`config.mk`:
```
export PLATFORM = sky130hd
export DESIGN_NAME = reset_sequencer
export DESIGN_NICKNAME = d
export VERILOG_FILES = /design/src/rtl/reset_sequencer_pkg.sv /design/src/rtl/reset_sequencer_stage_timer.sv /design/src/rtl/reset_sequencer.sv
export SDC_FILE = /design/constraint.sdc
export NUM_CORES = 1
export LEC_CHECK = 0
export BUFFER_PORTS_ARGS = -buffer_cell sky130_fd_sc_hd__buf_2
export CORE_ASPECT_RATIO = 0.9
export CORE_MARGIN = 2
export CORE_UTILIZATION = 35
export CTS_CLUSTER_DIAMETER = 200
export DETAILED_ROUTE_END_ITERATION = 10
export PLACE_DENSITY_LB_ADDON = 0.15
export SYNTH_ARGS = -nofsm -noshare
export SYNTH_HDL_FRONTEND = slang
export SYNTH_SLANG_ARGS = --single-unit
```
`constraint.sdc`:
```
create_clock -name clk -period 5.3 [get_ports clk]
set_clock_uncertainty 0.1 [all_clocks]
set_input_delay 0.53 -clock clk [delete_from_list [all_inputs] [get_ports clk]]
set_output_delay 0.53 -clock clk [all_outputs]
set_load 0.02 [all_outputs]
```
`src/rtl/reset_sequencer_pkg.sv`:
```
// Shared FSM state encoding, default timing constants and counter sizing for the reset sequencer.
// Imported by the sequencer top and its testbench.
package reset_sequencer_pkg;

  localparam int HOLD_CYCLES_DEF  = 16;
  localparam int STAGE_GAP_DEF    = 4;
  localparam int INIT_TIMEOUT_DEF = 1024;

  typedef enum logic [2:0] {
    ST_HOLD      = 3'd0,
    ST_MEM_INIT  = 3'd1,
    ST_CORE_GAP  = 3'd2,
    ST_AXIS_GAP  = 3'd3,
    ST_RUN       = 3'd4,
    ST_SOFT_AXIS = 3'd5,
    ST_SOFT_CORE = 3'd6,
    ST_SOFT_MEM  = 3'd7
  } state_t;

  // Bits needed to hold the largest terminal count without wrapping.
  function automatic int cnt_width(input int hold, input int gap, input int tmo);
    int m;
    m = hold;
    if (gap > m) m = gap;
    if (tmo > m) m = tmo;
    return $clog2(m + 1);
  endfunction

endpackage

```
`src/rtl/reset_sequencer_stage_timer.sv`:
```
// Load/count/expire timer shared by every timed sequencer state; saturates at all-ones.
// Latency: count is registered, expired follows the count combinationally; no backpressure.
module reset_sequencer_stage_timer #(
  parameter int CW = 11
) (
  input  logic          clk,
  input  logic          rst_n,
  input  logic          load,
  input  logic [CW-1:0] load_val,
  input  logic [CW-1:0] terminal,
  output logic          expired
);

  logic [CW-1:0] cnt;

  always_ff @(posedge clk) begin
    if (!rst_n) begin
      cnt <= '0;
    end else if (load) begin
      cnt <= load_val;
    end else if (cnt != {CW{1'b1}}) begin
      cnt <= cnt + 1'b1;
    end
  end

  assign expired = (cnt >= terminal);

endmodule

```
`src/rtl/reset_sequencer.sv`:
```
// Releases memory, core and AXIS reset domains in order after reset, with a memory-init handshake;
// soft reset re-asserts them in reverse. All outputs registered; no backpressure on inputs.
module reset_sequencer
  import reset_sequencer_pkg::*;
#(
  parameter int HOLD_CYCLES  = HOLD_CYCLES_DEF,
  parameter int STAGE_GAP    = STAGE_GAP_DEF,
  parameter int INIT_TIMEOUT = INIT_TIMEOUT_DEF
) (
  input  logic clk,
  input  logic rst_n,
  input  logic soft_rst_req,
  input  logic mem_init_done,
  output logic mem_rst_n,
  output logic mem_init_start,
  output logic core_rst_n,
  output logic axis_rst_n,
  output logic rst_busy,
  output logic init_timeout_err
);

  localparam int CW = cnt_width(HOLD_CYCLES, STAGE_GAP, INIT_TIMEOUT);

  state_t        state;
  logic [CW-1:0] terminal;
  logic [CW-1:0] load_val;
  logic          expired;
  logic          leave;

  // HOLD counts every rst_n-high edge it sees; the other states fire on their Nth edge.
  always_comb begin
    terminal = CW'(STAGE_GAP - 1);
    case (state)
      ST_HOLD:     terminal = CW'(HOLD_CYCLES);
      ST_MEM_INIT: terminal = CW'(INIT_TIMEOUT - 1);
      default:     terminal = CW'(STAGE_GAP - 1);
    endcase
  end

  always_comb begin
    leave = 1'b0;
    case (state)
      ST_RUN:      leave = soft_rst_req;
      ST_MEM_INIT: leave = mem_init_done | expired;
      ST_SOFT_MEM: leave = 1'b1;
      default:     leave = expired;
    endcase
  end

  // The SOFT_MEM->HOLD edge already has rst_n high, so it is the first counted hold edge.
  assign load_val = (state == ST_SOFT_MEM) ? CW'(1) : '0;

  reset_sequencer_stage_timer #(
    .CW(CW)
  ) u_timer (
    .clk      (clk),
    .rst_n    (rst_n),
    .load     (leave),
    .load_val (load_val),
    .terminal (terminal),
    .expired  (expired)
  );

  always_ff @(posedge clk) begin
    if (!rst_n) begin
      state            <= ST_HOLD;
      mem_rst_n        <= 1'b0;
      core_rst_n       <= 1'b0;
      axis_rst_n       <= 1'b0;
      mem_init_start   <= 1'b0;
      rst_busy         <= 1'b1;
      init_timeout_err <= 1'b0;
    end else begin
      mem_init_start <= 1'b0;
      if (leave) begin
        case (state)
          ST_HOLD: begin
            state          <= ST_MEM_INIT;
            mem_rst_n      <= 1'b1;
            mem_init_start <= 1'b1;
          end
          ST_MEM_INIT: begin
            state <= ST_CORE_GAP;
            // A done seen on the expiry edge still counts as a clean init.
            if (!mem_init_done) init_timeout_err <= 1'b1;
          end
          ST_CORE_GAP: begin
            state      <= ST_AXIS_GAP;
            core_rst_n <= 1'b1;
          end
          ST_AXIS_GAP: begin
            state      <= ST_RUN;
            axis_rst_n <= 1'b1;
            rst_busy   <= 1'b0;
          end
          ST_RUN: begin
            state      <= ST_SOFT_AXIS;
            axis_rst_n <= 1'b0;
            rst_busy   <= 1'b1;
          end
          ST_SOFT_AXIS: begin
            state      <= ST_SOFT_CORE;
            core_rst_n <= 1'b0;
          end
          ST_SOFT_CORE: begin
            state     <= ST_SOFT_MEM;
            mem_rst_n <= 1'b0;
          end
          ST_SOFT_MEM: begin
            state <= ST_HOLD;
          end
          default: begin
            state <= ST_HOLD;
          end
        endcase
      end
    end
  end

endmodule

```
# Word level (Yosys, flattened, before mapping)
# Cells that the tools add are included.
# Widths: inputs -> output; s select.
# totals
regBits	20
in_bits	4
out_inout_bits	6
wordCells	41
# op_classes
add_sub_neg	1
n_lt_le_gt_ge	1
n_eq_ne	8
n_mux	11
bitwise_logic	2
n_reduce_logical	10
# ops
operator	n
$pmux 3 s8	1
$mux 11	2
$pmux 10 s2	1
$eq 3x3->1 const B	4
$add 11x1->11 const B	1
$ge 11x10->1	1
$ne 11x11->1 const B	1
$pmux 1 s2	4
$reduce_and 2->1	4
$reduce_bool 2->1	4
$eq 3x2->1 const B	2
$eq 3x1->1 const B	1
$logic_not 3->1	1
$pmux 1 s3	1
$reduce_and 3->1	1
$mux 1	2
$not 1->1	1
$or 1x1->1	1

# Longest topological paths before layout
# Gate-level depths: netlist of the first run.
# depth
ltp_word	6
depth_mapped	9
ltp_nobuf	8

# Modules after synthesis
# A second synthesis of the first run with hierarchy kept.
# unflattened
hier_cells	162
hier_area_um2	1392.6
# by_module_without_submodules
module	instances	cells_each	area_per_inst_um2	seq_area_each_um2
reset_sequencer_stage_timer	1	108	912.1	220.2
reset_sequencer	1	54	480.5	180.2

# Worst setup path after synthesis of the first run
# Ideal clock, no wire load.
# synth_timing
path_type	reg-to-reg
from	reg state[0]
to	reg core_rst_n
setup_time_ns	0.120
arrival_ns	2.326
t_required_ns	5.080
slack_ns	2.754
path_stages_with_launch	9
path_buffers	1
synth_period_minus_slack_ns	2.546
cell_sequence	dfxtp_1 -> clkbuf_1 -> nand2_1 -> ha_1 -> a21o_1 -> a211o_1 -> a31oi_4 -> a2111oi_1 -> o31a_1
# synth_between
elab_chain_cells	6
word_cells_on_any_way	13
cone_classes	order compare (1); eq/ne (5); mux (3); bitwise (1); reduce/logical (3)
# synth_rtl
item	line_no	rtl
start: declaration	reset_sequencer.sv:24	state_t state;
start signal: assignment	reset_sequencer.sv:66	state <= ST_HOLD;
start signal: assignment	reset_sequencer.sv:78	state <= ST_MEM_INIT;
start signal: assignment	reset_sequencer.sv:83	state <= ST_CORE_GAP;
$eq 3x1->1 or $logic_not 3->1 (tied branches)	reset_sequencer.sv:33, reset_sequencer.sv:42	
$pmux 10 s2	reset_sequencer.sv:33	case (state)
$ge 11x10->1	reset_sequencer_stage_timer.sv:26	assign expired = (cnt >= terminal);
$or 1x1->1	reset_sequencer.sv:44	ST_MEM_INIT: leave = mem_init_done | expired;
$pmux 1 s3	reset_sequencer.sv:42	case (state)
$reduce_and 2->1 (no source line)	--	
end signal: assignment	reset_sequencer.sv:68	core_rst_n <= 1'b0;
end signal: assignment	reset_sequencer.sv:89	core_rst_n <= 1'b1;
end signal: assignment	reset_sequencer.sv:103	core_rst_n <= 1'b0;
end: declaration	reset_sequencer.sv:16	output logic core_rst_n,
# Several ways; a longest one is shown, not always the timed one.
# A chain may end at the register's enable or synchronous reset.

# Final worst setup path of the first run
# Same ends and word-level chain as after synthesis.

==> results of run 1 <==
## where the power goes
| part | leakage [nW] | switching, W | total [W] | internal [W] |
|---|---|---|---|---|
| Clock | 0.0216 | 0.0000502 | 0.000101 | 0.0000506 |
| Sequential | 0.162 | 0.00000415 | 0.000158 | 0.000153 |
| Combinational | 0.399 | 0.0000140 | 0.0000239 | 0.00000993 |
## worst paths after layout
kind	cells after the start	endpoint	slack, ns	start
worst max register to register	7	core_rst_n	2.49	state[0]
worst min register to register	1	init_timeout_err	0.38	init_timeout_err
worst min-delay path	1	init_timeout_err	0.38	init_timeout_err
worst max-delay path	7	core_rst_n	2.49	state[0]
## logic make-up after synthesis
group | Yosys count
AND/OR/NAND/NOR | 61
adder cells (fa/ha/maj) | 11
buffers and inverters | 13
AO/OA/AOI/OAI | 42
flip-flops | 20
multiplexers | 3
XOR/XNOR | 5
## flip-flops by register name, indices dropped and copies added (netlist names)
| signal | count |
|---|---|
| u_timer.cnt | 11 |
| axis_rst_n | 1 |
| state | 3 |
| mem_rst_n | 1 |
| mem_init_start | 1 |
| core_rst_n | 1 |
| init_timeout_err | 1 |
| rst_busy | 1 |
## metal layers
layer	wire, um	global-route usage	part of all wire	vias to the layer above
met5	0	0	0	-
met4	31	0.0270	0.011	0
met3	90	0.0387	0.031	4
met2	1280	0.230	0.44	13
met1	1490	0.182	0.52	528
li1	-	-	-	593
## synth_stat cells, types with 2 or more instances
library cell	number
sky130_fd_sc_hd__inv_1	8
sky130_fd_sc_hd__xor2_1	2
sky130_fd_sc_hd__o21ai_0	8
sky130_fd_sc_hd__nor2_1	10
sky130_fd_sc_hd__xnor2_1	3
sky130_fd_sc_hd__nand4_1	2
sky130_fd_sc_hd__nand2_1	14
sky130_fd_sc_hd__mux2i_1	3
sky130_fd_sc_hd__nand3_1	5
sky130_fd_sc_hd__a211o_1	3
sky130_fd_sc_hd__nand2b_1	6
sky130_fd_sc_hd__nor2b_1	4
sky130_fd_sc_hd__a31oi_1	4
sky130_fd_sc_hd__nor3_1	8
sky130_fd_sc_hd__clkbuf_1	2
sky130_fd_sc_hd__and3_1	4
sky130_fd_sc_hd__ha_1	11
sky130_fd_sc_hd__and4_1	2
sky130_fd_sc_hd__a211oi_1	3
sky130_fd_sc_hd__o21ai_1	2
sky130_fd_sc_hd__dfxtp_1	20
sky130_fd_sc_hd__a21oi_1	6
sky130_fd_sc_hd__buf_2	2
## worst max-delay path, cell delays in order, from the launching register on
cell	delay, ns
sky130_fd_sc_hd__dfxtp_1	0.63
sky130_fd_sc_hd__nand2_1	0.33
sky130_fd_sc_hd__ha_1	0.37
sky130_fd_sc_hd__a21o_1	0.17
sky130_fd_sc_hd__a211o_1	0.34
sky130_fd_sc_hd__a31oi_4	0.32
sky130_fd_sc_hd__a2111oi_1	0.15
sky130_fd_sc_hd__o31a_1	0.30
## through the flow
step,total power [W],hold WS (ns),util
floorplan,0.000179,0.443,-
finish,0.000282,0.381,0.393
CTS,0.000285,0.383,0.393
detailed placement,0.000186,0.366,0.382
global placement,0.000185,0.354,0.382
global route,0.000298,0.411,0.393
## final cells by class
cell class | count | area [sq um] | area share
repair buffers | 9 | 45.0 | 0.0309
flip-flops and latches | 20 | 400 | 0.275
multi-input cells | 122 | 883 | 0.606
well taps | 46 | 57.6 | 0.0395
clock buffers | 3 | 41.3 | 0.0283
inverters | 8 | 30.0 | 0.0206
==> impl_metrics.prom, run 1 <==
# TYPE chip_impl_metric gauge
chip_impl_metric{name="synth_nets",unit=""} 170
chip_impl_info{name="path_class",value="reg -> reg"} 1
chip_impl_info{name="synth_top_flop_cell",value="sky130_fd_sc_hd__dfxtp_1"} 1
chip_impl_metric{name="worst-endpoint-arrival",unit="ns"} 2.86
chip_impl_metric{name="floorplan.initialDensity",unit=""} 0.361
chip_impl_metric{name="dp_cells",unit=""} 205
chip_impl_metric{name="static-leakage-power",unit="nW"} 0.582
chip_impl_metric{name="yosys.cell_types.count",unit=""} 46
chip_impl_metric{name="grt_pass1_wl",unit="mm"} 4.89
chip_impl_info{name="netlist_top_cells_area",value="sky130_fd_sc_hd__dfxtp_1 30%, sky130_fd_sc_hd__ha_1 10%, sky130_fd_sc_hd__nand2_1 3.9%, sky130_fd_sc_hd__nor3_1 3.0%, sky130_fd_sc_hd__o21ai_0 3.0%"} 1
chip_impl_metric{name="synthAdderAreaFrac",unit=""} 0.103
chip_impl_metric{name="fin_nets",unit=""} 179
chip_impl_metric{name="synth.mux.area_fraction",unit=""} 0.0224
chip_impl_metric{name="syn-mean-instance-area",unit="sq um"} 8.64
chip_impl_info{name="holdCritPathClass",value="reg -> reg"} 1
chip_impl_metric{name="placement_rows",unit=""} 21
chip_impl_info{name="mostFrequentLayoutCell",value="sky130_fd_sc_hd__dfxtp_1"} 1
chip_impl_metric{name="synthesis.instances",unit=""} 155
chip_impl_metric{name="cts_buffer_depth",unit=""} 2
chip_impl_metric{name="synthToLayoutAreaGrowth",unit="%"} 8.88
chip_impl_metric{name="finalInstanceArea",unit="sq um"} 1460
chip_impl_metric{name="numPortBuffers",unit=""} 9
chip_impl_info{name="synth_largest_area_cell",value="sky130_fd_sc_hd__dfxtp_1"} 1
chip_impl_metric{name="fp.coreArea",unit="sq um"} 3700
chip_impl_metric{name="post-route-period-util",unit=""} 0.531
chip_impl_info{name="setup.worst_path.start_class",value="flop"} 1
chip_impl_metric{name="n_fill_cell",unit=""} 391
chip_impl_metric{name="synth-seq-area-share",unit=""} 0.299
chip_impl_metric{name="width_of_the_chip",unit="um"} 69.2
chip_impl_info{name="layout.cells.most_common_list",value="20 x sky130_fd_sc_hd__dfxtp_1, 14 x sky130_fd_sc_hd__nand2_1, 11 x sky130_fd_sc_hd__ha_1"} 1
chip_impl_metric{name="cts_buffers",unit=""} 3
chip_impl_metric{name="synthesis.yosys.warnings",unit=""} 0
chip_impl_metric{name="initial_antenna_violation_count",unit=""} 0
chip_impl_metric{name="dpl.hpwl",unit="mm"} 2.18
chip_impl_metric{name="grt_use_total",unit=""} 0.139
chip_impl_metric{name="maxSlewViolCount",unit=""} 0
chip_impl_metric{name="vias_per_cell",unit=""} 5.47
chip_impl_info{name="crit_path_end_kind",value="flop"} 1
chip_impl_metric{name="preCtsSetupSlack",unit="ns"} 2.53
chip_impl_metric{name="cts.clk_slew.worst_paths",unit="ns"} 0.07
chip_impl_metric{name="die-area",unit="sq um"} 4340
chip_impl_metric{name="timing_hold_violations_final",unit=""} 0
chip_impl_info{name="synth_top_family_by_area",value="compound AO/OA/AOI/OAI gates"} 1
chip_impl_metric{name="vias_in_the_first_global_route",unit=""} 1061
chip_impl_metric{name="fin_ws",unit="ns"} 2.49
chip_impl_metric{name="worst_ir_drop_vdd",unit="V"} 0.000183
chip_impl_metric{name="drv.max_cap_violation_count",unit=""} 0
chip_impl_metric{name="routed-via-count",unit=""} 1138
chip_impl_metric{name="route.detailed.drc",unit=""} 0
chip_impl_info{name="cts_tree",value="done"} 1
chip_impl_metric{name="cts.repair.resized",unit=""} 0
chip_impl_metric{name="die_h",unit="um"} 62.7
chip_impl_metric{name="synth-edff-count",unit=""} 0
chip_impl_metric{name="min_period",unit="ns"} 2.81
chip_impl_metric{name="synth_compound_area_frac",unit=""} 0.258
chip_impl_info{name="clock-root-buffer",value="sky130_fd_sc_hd__clkbuf_8"} 1
chip_impl_metric{name="timing.final.setup_violations",unit=""} 0
chip_impl_metric{name="tritoncts_num_sinks",unit=""} 20
chip_impl_metric{name="post_cts_hold_buffer_count",unit=""} 0
chip_impl_metric{name="crit_required",unit="ns"} 5.35
chip_impl_metric{name="detailedRoute.firstIterationViolations",unit=""} 47
chip_impl_metric{name="post_synth_xor_area_fraction",unit=""} 0.0327
chip_impl_metric{name="antenna-diode-count",unit=""} 0
chip_impl_info{name="grt_setup_unrepaired",value="no"} 1
chip_impl_metric{name="finalNonFillerCells",unit=""} 208
chip_impl_metric{name="synth_top_area_share",unit=""} 0.299
chip_impl_metric{name="grt-ovfl-total",unit=""} 0
chip_impl_metric{name="routed_wirelength",unit="mm"} 2.89
chip_impl_metric{name="drt-wirelength-per-cell",unit="um"} 13.9
chip_impl_metric{name="top_level_ports",unit=""} 10
chip_impl_info{name="run_status",value="complete, no violations"} 1
chip_impl_metric{name="synth-simple-area-share",unit=""} 0.244
chip_impl_metric{name="achievable_freq",unit="MHz"} 356
chip_impl_metric{name="drive_above_1_share",unit=""} 0.111
chip_impl_metric{name="timing.slew.headroom",unit=""} 0.677
chip_impl_metric{name="pwr_density_cell",unit="nW/um^2"} 194
chip_impl_metric{name="postRouteAntennaNets",unit=""} 0
chip_impl_metric{name="ys_async_sr_fraction",unit=""} 0
chip_impl_metric{name="place.gp.congestion",unit=""} 0.873
chip_impl_metric{name="setup_total_negative_slack",unit="ns"} 0
chip_impl_metric{name="cts_setup_buffers",unit=""} 0
chip_impl_metric{name="synth.ff_latch_count",unit=""} 20
chip_impl_metric{name="firstDrtPassIters",unit=""} 4
chip_impl_metric{name="netlist_area",unit="sq um"} 1340
chip_impl_metric{name="largest_net_degree_at_the_start_of_global_routing",unit=""} 17
chip_impl_metric{name="insertion_delay",unit="ns"} 0.26
chip_impl_metric{name="dpl-instance-area",unit="sq um"} 1420
chip_impl_metric{name="worst_pin_slew",unit="ns"} 0.483
chip_impl_metric{name="worstPathMaxFanout",unit=""} 16
chip_impl_metric{name="htree_num_levels",unit=""} 1
Power figures use the tool's default switching activity.
==> inputs of run 2 (changes only) <==
==> constraint.sdc (replaced) <==
create_clock -name clk -period 2.9 [get_ports clk]
set_clock_uncertainty 0.1 [all_clocks]
set_input_delay 0.29 -clock clk [delete_from_list [all_inputs] [get_ports clk]]
set_output_delay 0.29 -clock clk [all_outputs]
set_load 0.02 [all_outputs]
==> impl_metrics.prom, run 2 (same netlist as run 1, synthesis figures left out) <==
# TYPE chip_impl_metric gauge
chip_impl_metric{name="reg2reg_depth",unit=""} 8
chip_impl_metric{name="top_level_ports",unit=""} 10
chip_impl_metric{name="pwr_density_cell",unit="nW/um^2"} 348
chip_impl_metric{name="grt_pass1_wl",unit="mm"} 5.09
chip_impl_metric{name="vias_in_the_first_global_route",unit=""} 1049
chip_impl_metric{name="fin_ws",unit="ns"} 0.275
chip_impl_metric{name="floorplan.initialDensity",unit=""} 0.361
chip_impl_metric{name="n_fill_cell",unit=""} 367
chip_impl_metric{name="antenna-diode-count",unit=""} 0
chip_impl_info{name="critical_path.reg2reg.endpoint",value="core_rst_n"} 1
chip_impl_metric{name="die_h",unit="um"} 62.7
chip_impl_metric{name="initial_antenna_violation_count",unit=""} 0
chip_impl_metric{name="fp.coreArea",unit="sq um"} 3700
chip_impl_metric{name="post_cts_hold_buffer_count",unit=""} 0
chip_impl_metric{name="maxSlewViolCount",unit=""} 0
chip_impl_metric{name="numPortBuffers",unit=""} 9
chip_impl_metric{name="dpl.hpwl",unit="mm"} 2.19
chip_impl_metric{name="placement_rows",unit=""} 21
chip_impl_info{name="crit_path_end_kind",value="flop"} 1
chip_impl_metric{name="fin_nets",unit=""} 182
chip_impl_metric{name="routed_wirelength",unit="mm"} 2.92
chip_impl_info{name="run_status",value="complete, no violations"} 1
chip_impl_info{name="reg_top3",value="u_timer.cnt: 11 flops, state: 3 flops"} 1
chip_impl_info{name="path_class",value="reg -> reg"} 1
chip_impl_metric{name="preCtsSetupSlack",unit="ns"} 0.292
chip_impl_metric{name="drv.max_cap_violation_count",unit=""} 0
chip_impl_metric{name="insertion_delay",unit="ns"} 0.26
chip_impl_metric{name="worst_pin_slew",unit="ns"} 0.460
chip_impl_metric{name="worst-endpoint-arrival",unit="ns"} 2.67
chip_impl_metric{name="worst_ir_drop_vdd",unit="V"} 0.000210
chip_impl_metric{name="setup_total_negative_slack",unit="ns"} 0
chip_impl_metric{name="utilization",unit=""} 0.400
chip_impl_metric{name="route.detailed.drc",unit=""} 0
chip_impl_metric{name="timing_hold_violations_final",unit=""} 0
chip_impl_metric{name="largest_net_degree_at_the_start_of_global_routing",unit=""} 12
chip_impl_metric{name="timing.final.setup_violations",unit=""} 0
chip_impl_metric{name="firstDrtPassIters",unit=""} 4
chip_impl_metric{name="die-area",unit="sq um"} 4340
chip_impl_metric{name="achievable_freq",unit="MHz"} 381
chip_impl_metric{name="largest_register_ffs",unit=""} 11
chip_impl_metric{name="cts_setup_buffers",unit=""} 0
chip_impl_metric{name="drive_above_1_share",unit=""} 0.127
chip_impl_metric{name="grt-ovfl-total",unit=""} 0
chip_impl_info{name="holdCritPathClass",value="in -> reg"} 1
chip_impl_metric{name="worstPathMaxFanout",unit=""} 10
chip_impl_info{name="layout.cells.most_common_list",value="20 x sky130_fd_sc_hd__dfxtp_1, 14 x sky130_fd_sc_hd__nand2_1, 11 x sky130_fd_sc_hd__ha_1"} 1
chip_impl_metric{name="post-route-period-util",unit=""} 0.905
chip_impl_metric{name="place.gp.congestion",unit=""} 0.780
chip_impl_metric{name="postRouteAntennaNets",unit=""} 0
chip_impl_metric{name="final-seq-area",unit="sq um"} 400
chip_impl_metric{name="cts.repair.resized",unit=""} 0
chip_impl_metric{name="grt_use_total",unit=""} 0.143
chip_impl_metric{name="hold_depth",unit=""} 2
chip_impl_metric{name="drt-wirelength-per-cell",unit="um"} 13.8
chip_impl_metric{name="synthToLayoutAreaGrowth",unit="%"} 10.6
chip_impl_info{name="biggest_register",value="u_timer.cnt"} 1
chip_impl_metric{name="timing.slew.headroom",unit=""} 0.692
chip_impl_info{name="hold_path_end",value="rst_busy"} 1
chip_impl_metric{name="register_to_register_setup_slack",unit="ns"} 0.28
chip_impl_info{name="cts_tree",value="done"} 1
chip_impl_metric{name="routed-via-count",unit=""} 1158
chip_impl_metric{name="cts_buffers",unit=""} 3
chip_impl_info{name="r2r_start",value="state[1]"} 1
chip_impl_metric{name="multiInputGateArea",unit="sq um"} 883
chip_impl_metric{name="static-leakage-power",unit="nW"} 0.599
chip_impl_metric{name="cts_buffer_depth",unit=""} 2
chip_impl_info{name="hold_path_startpoint",value="rst_n"} 1
chip_impl_info{name="setup.worst_path.start_class",value="flop"} 1
chip_impl_metric{name="detailedRoute.firstIterationViolations",unit=""} 60
chip_impl_metric{name="crit_required",unit="ns"} 2.94
chip_impl_metric{name="cts.clk_slew.worst_paths",unit="ns"} 0.08
chip_impl_metric{name="tritoncts_num_sinks",unit=""} 20
chip_impl_info{name="mostFrequentLayoutCell",value="sky130_fd_sc_hd__dfxtp_1"} 1
chip_impl_metric{name="htree_num_levels",unit=""} 1
chip_impl_info{name="grt_setup_unrepaired",value="no"} 1
chip_impl_info{name="clock-root-buffer",value="sky130_fd_sc_hd__clkbuf_8"} 1
chip_impl_metric{name="width_of_the_chip",unit="um"} 69.2
chip_impl_metric{name="vias_per_cell",unit=""} 5.49
chip_impl_metric{name="min_period",unit="ns"} 2.62
run 2: changes by cell type in the layout (fill, tap and decap cells not counted):
| cell | before | now |
|---|---|---|
| sky130_fd_sc_hd__buf_4 | 0 | 3 |
run 2: per-layer routing:
layer  vias up  track usage  wire, um
met3         2       0.0403       106
li1        600            -         -
met2        18        0.214      1260
met5         -            0         0
met1       538        0.208      1530
met4         0       0.0221        17
run 2: worst max path at each step:
stage	from	endpoint	slack (ns)
4_1_cts	state[1]	u_timer.cnt[7]	0.27
3_3_place_gp	state[1]	u_timer.cnt[7]	0.34
3_5_place_dp	state[1]	axis_rst_n	0.29
5_1_grt	state[1]	core_rst_n	0.07
6_report	state[1]	core_rst_n	0.28
2_1_floorplan	state[0]	core_rst_n	0.35
run 2: report_power, final:
group | switching [W] | internal (W)
Combinational | 0.0000264 | 0.0000184
Sequential | 0.00000703 | 0.000280
Clock | 0.0000903 | 0.0000925
Total | 0.000124 | 0.000391
run 2: worst max-delay path, cell delays in order (launching register included):
cell and delay, ns:
sky130_fd_sc_hd__dfxtp_1 0.31, sky130_fd_sc_hd__nor2_1 0.21, sky130_fd_sc_hd__nand2_1 0.26, sky130_fd_sc_hd__ha_1 0.36
sky130_fd_sc_hd__a21o_1 0.17, sky130_fd_sc_hd__a211o_1 0.33, sky130_fd_sc_hd__a31oi_4 0.32, sky130_fd_sc_hd__a2111oi_1 0.15
sky130_fd_sc_hd__o31a_1 0.29
run 2: area by class of cell:
cell class,instances,area share
inverters,8,0.0203
repair buffers,12,0.0456
well taps,46,0.0389
clock buffers,3,0.0279
multi-input cells,122,0.597
flip-flops and latches,20,0.270
run 2: metrics by stage:
step	area [sq um]	cells	power [W]	hold WS, ns
final	1480	211	0.000515	0.222
after global routing	1480	211	0.000543	0.231
after CTS	1480	211	0.000522	0.223
after detailed placement	1440	208	0.000339	0.362
after global placement	1440	208	0.000339	0.348
after floorplan	1340	155	0.000327	0.342
==> inputs of run 3 (changes only) <==
--- a/config.mk
+++ b/config.mk
@@ -7,7 +7,7 @@
 export LEC_CHECK = 0
 export BUFFER_PORTS_ARGS = -buffer_cell sky130_fd_sc_hd__buf_2
 export CORE_ASPECT_RATIO = 0.9
-export CORE_MARGIN = 2
+export CORE_MARGIN = 10
 export CORE_UTILIZATION = 35
 export CTS_CLUSTER_DIAMETER = 200
 export DETAILED_ROUTE_END_ITERATION = 10
==> impl_metrics.prom, run 3 (same netlist as run 1, synthesis figures left out) <==
# TYPE chip_impl_metric gauge
chip_impl_info{name="run_status",value="complete, no violations"} 1
chip_impl_metric{name="cts_setup_buffers",unit=""} 0
chip_impl_info{name="cts_tree",value="done"} 1
chip_impl_metric{name="numPortBuffers",unit=""} 9
chip_impl_metric{name="worstPathMaxFanout",unit=""} 8
chip_impl_info{name="biggest_register",value="u_timer.cnt"} 1
chip_impl_metric{name="cts.repair.resized",unit=""} 0
chip_impl_metric{name="utilization",unit=""} 0.403
chip_impl_metric{name="grt_pass1_wl",unit="mm"} 5.03
chip_impl_metric{name="postRouteAntennaNets",unit=""} 0
chip_impl_metric{name="static-leakage-power",unit="nW"} 0.606
chip_impl_metric{name="achievable_freq",unit="MHz"} 372
chip_impl_info{name="grt_setup_unrepaired",value="no"} 1
chip_impl_metric{name="totalPowerFinal",unit="W"} 0.000552
chip_impl_metric{name="drt-wirelength-per-cell",unit="um"} 14.4
chip_impl_metric{name="initial_antenna_violation_count",unit=""} 0
chip_impl_metric{name="maxSlewViolCount",unit=""} 0
chip_impl_metric{name="min_period",unit="ns"} 2.69
chip_impl_metric{name="fin_nets",unit=""} 182
chip_impl_metric{name="timing.slew.headroom",unit=""} 0.624
chip_impl_metric{name="worst_ir_drop_vdd",unit="V"} 0.000178
chip_impl_metric{name="timing_hold_violations_final",unit=""} 0
chip_impl_metric{name="grt-ovfl-total",unit=""} 0
chip_impl_metric{name="floorplan.initialDensity",unit=""} 0.361
chip_impl_metric{name="cts_buffers",unit=""} 3
chip_impl_metric{name="finalInstanceArea",unit="sq um"} 1490
chip_impl_metric{name="route.detailed.drc",unit=""} 0
chip_impl_metric{name="routed_wirelength",unit="mm"} 3.05
chip_impl_info{name="mostFrequentLayoutCell",value="sky130_fd_sc_hd__dfxtp_1"} 1
chip_impl_metric{name="antenna-diode-count",unit=""} 0
chip_impl_metric{name="post-route-period-util",unit=""} 0.928
chip_impl_metric{name="cts_buffer_depth",unit=""} 2
chip_impl_metric{name="detailedRoute.firstIterationViolations",unit=""} 76
chip_impl_info{name="setup.worst_path.start_class",value="flop"} 1
chip_impl_info{name="crit_path_end_kind",value="flop"} 1
chip_impl_metric{name="preCtsSetupSlack",unit="ns"} 0.245
chip_impl_metric{name="dpl-instance-area",unit="sq um"} 1440
chip_impl_metric{name="htree_num_levels",unit=""} 1
chip_impl_metric{name="drive_above_1_share",unit=""} 0.133
chip_impl_metric{name="timing.final.setup_violations",unit=""} 0
chip_impl_metric{name="post_cts_hold_buffer_count",unit=""} 0
chip_impl_metric{name="vias_in_the_first_global_route",unit=""} 986
chip_impl_metric{name="die-area",unit="sq um"} 6700
chip_impl_metric{name="crit_required",unit="ns"} 2.96
chip_impl_metric{name="insertion_delay",unit="ns"} 0.26
chip_impl_info{name="holdCritPathClass",value="in -> reg"} 1
chip_impl_metric{name="place.gp.congestion",unit=""} 0.793
chip_impl_metric{name="placement_rows",unit=""} 21
chip_impl_info{name="cp_slowest_cell",value="sky130_fd_sc_hd__a2111o_1"} 1
chip_impl_metric{name="dpl.hpwl",unit="mm"} 2.26
chip_impl_metric{name="critical-path-max-stage-delay",unit="ns"} 0.41
chip_impl_metric{name="grt_use_total",unit=""} 0.0874
chip_impl_metric{name="drv.max_cap_violation_count",unit=""} 0
chip_impl_metric{name="die_h",unit="um"} 78.7
chip_impl_metric{name="worst_pin_slew",unit="ns"} 0.561
chip_impl_metric{name="pwr_density_cell",unit="nW/um^2"} 370
chip_impl_info{name="path_class",value="reg -> reg"} 1
chip_impl_metric{name="largest_net_degree_at_the_start_of_global_routing",unit=""} 12
chip_impl_metric{name="worst-endpoint-arrival",unit="ns"} 2.75
chip_impl_metric{name="cts.clk_slew.worst_paths",unit="ns"} 0.08
chip_impl_metric{name="top_level_ports",unit=""} 10
chip_impl_metric{name="firstDrtPassIters",unit=""} 4
chip_impl_metric{name="synthToLayoutAreaGrowth",unit="%"} 11.6
chip_impl_metric{name="fp.coreArea",unit="sq um"} 3700
chip_impl_metric{name="setup_total_negative_slack",unit="ns"} 0
chip_impl_info{name="timing.critical_path.cells",value="nor2_1, nand2_1, ha_1, a21o_1, a2111o_1, a32oi_1, o211ai_1, o221a_1"} 1
chip_impl_metric{name="largest_register_ffs",unit=""} 11
chip_impl_metric{name="routed-via-count",unit=""} 1176
chip_impl_info{name="clock-root-buffer",value="sky130_fd_sc_hd__clkbuf_8"} 1
chip_impl_metric{name="tritoncts_num_sinks",unit=""} 20
chip_impl_metric{name="n_fill_cell",unit=""} 369
chip_impl_info{name="reg_top3",value="u_timer.cnt: 11 flops, state: 3 flops"} 1
chip_impl_metric{name="width_of_the_chip",unit="um"} 85.2
chip_impl_info{name="layout.cells.most_common_list",value="20 x sky130_fd_sc_hd__dfxtp_1, 14 x sky130_fd_sc_hd__nand2_1, 11 x sky130_fd_sc_hd__ha_1"} 1
chip_impl_metric{name="fin_ws",unit="ns"} 0.210
chip_impl_metric{name="vias_per_cell",unit=""} 5.55
-- run 3: cell type report --
class	instances	area, sq um	area share
timing repair buffer	12	67.6	0.0452
clock buffer	4	55.1	0.0369
tap	46	57.6	0.0385
inverter	8	30.0	0.0201
sequential	20	400	0.268
multi-input combinational	122	883	0.591
-- run 3: stage by stage --
stage	hold WS, ns	instances
final	0.222	212
after global routing	0.238	212
after CTS	0.223	212
after detailed placement	0.366	208
after global placement	0.348	208
after floorplan	0.342	155
-- run 3: layer usage --
metal,track usage,up-vias,wire length [um],part of all wire
li1,-,601,-,-
met1,0.125,551,1590,0.52
met2,0.126,20,1310,0.43
met3,0.0206,4,124,0.041
met4,0.0197,0,29,0.0095
met5,0,-,0,0
-- run 3: power by group --
group | total, W | internal (W) | leakage, nW | switching, W
sequential | 0.000288 | 0.000280 | 0.162 | 0.00000727
clock | 0.000220 | 0.000121 | 0.0288 | 0.0000986
combinational | 0.0000450 | 0.0000185 | 0.416 | 0.0000265
-- run 3: critical path, delay by kind of cell, from the launching register on --
family                   cells  cell delay, ns
AO/OA/AOI/OAI                5            1.34
AND/OR/NAND/NOR              2            0.47
adder cells (fa/ha/maj)      1            0.36
flip-flops                   1            0.31
-- run 3: final timing paths --
kind,start,slack (ns),end,cells after the start
worst max-delay path,state[1],0.21,axis_rst_n,8
worst min-delay path,rst_n,0.22,rst_busy,2
worst max register to register,state[1],0.21,axis_rst_n,8
worst min register to register,init_timeout_err,0.37,init_timeout_err,1
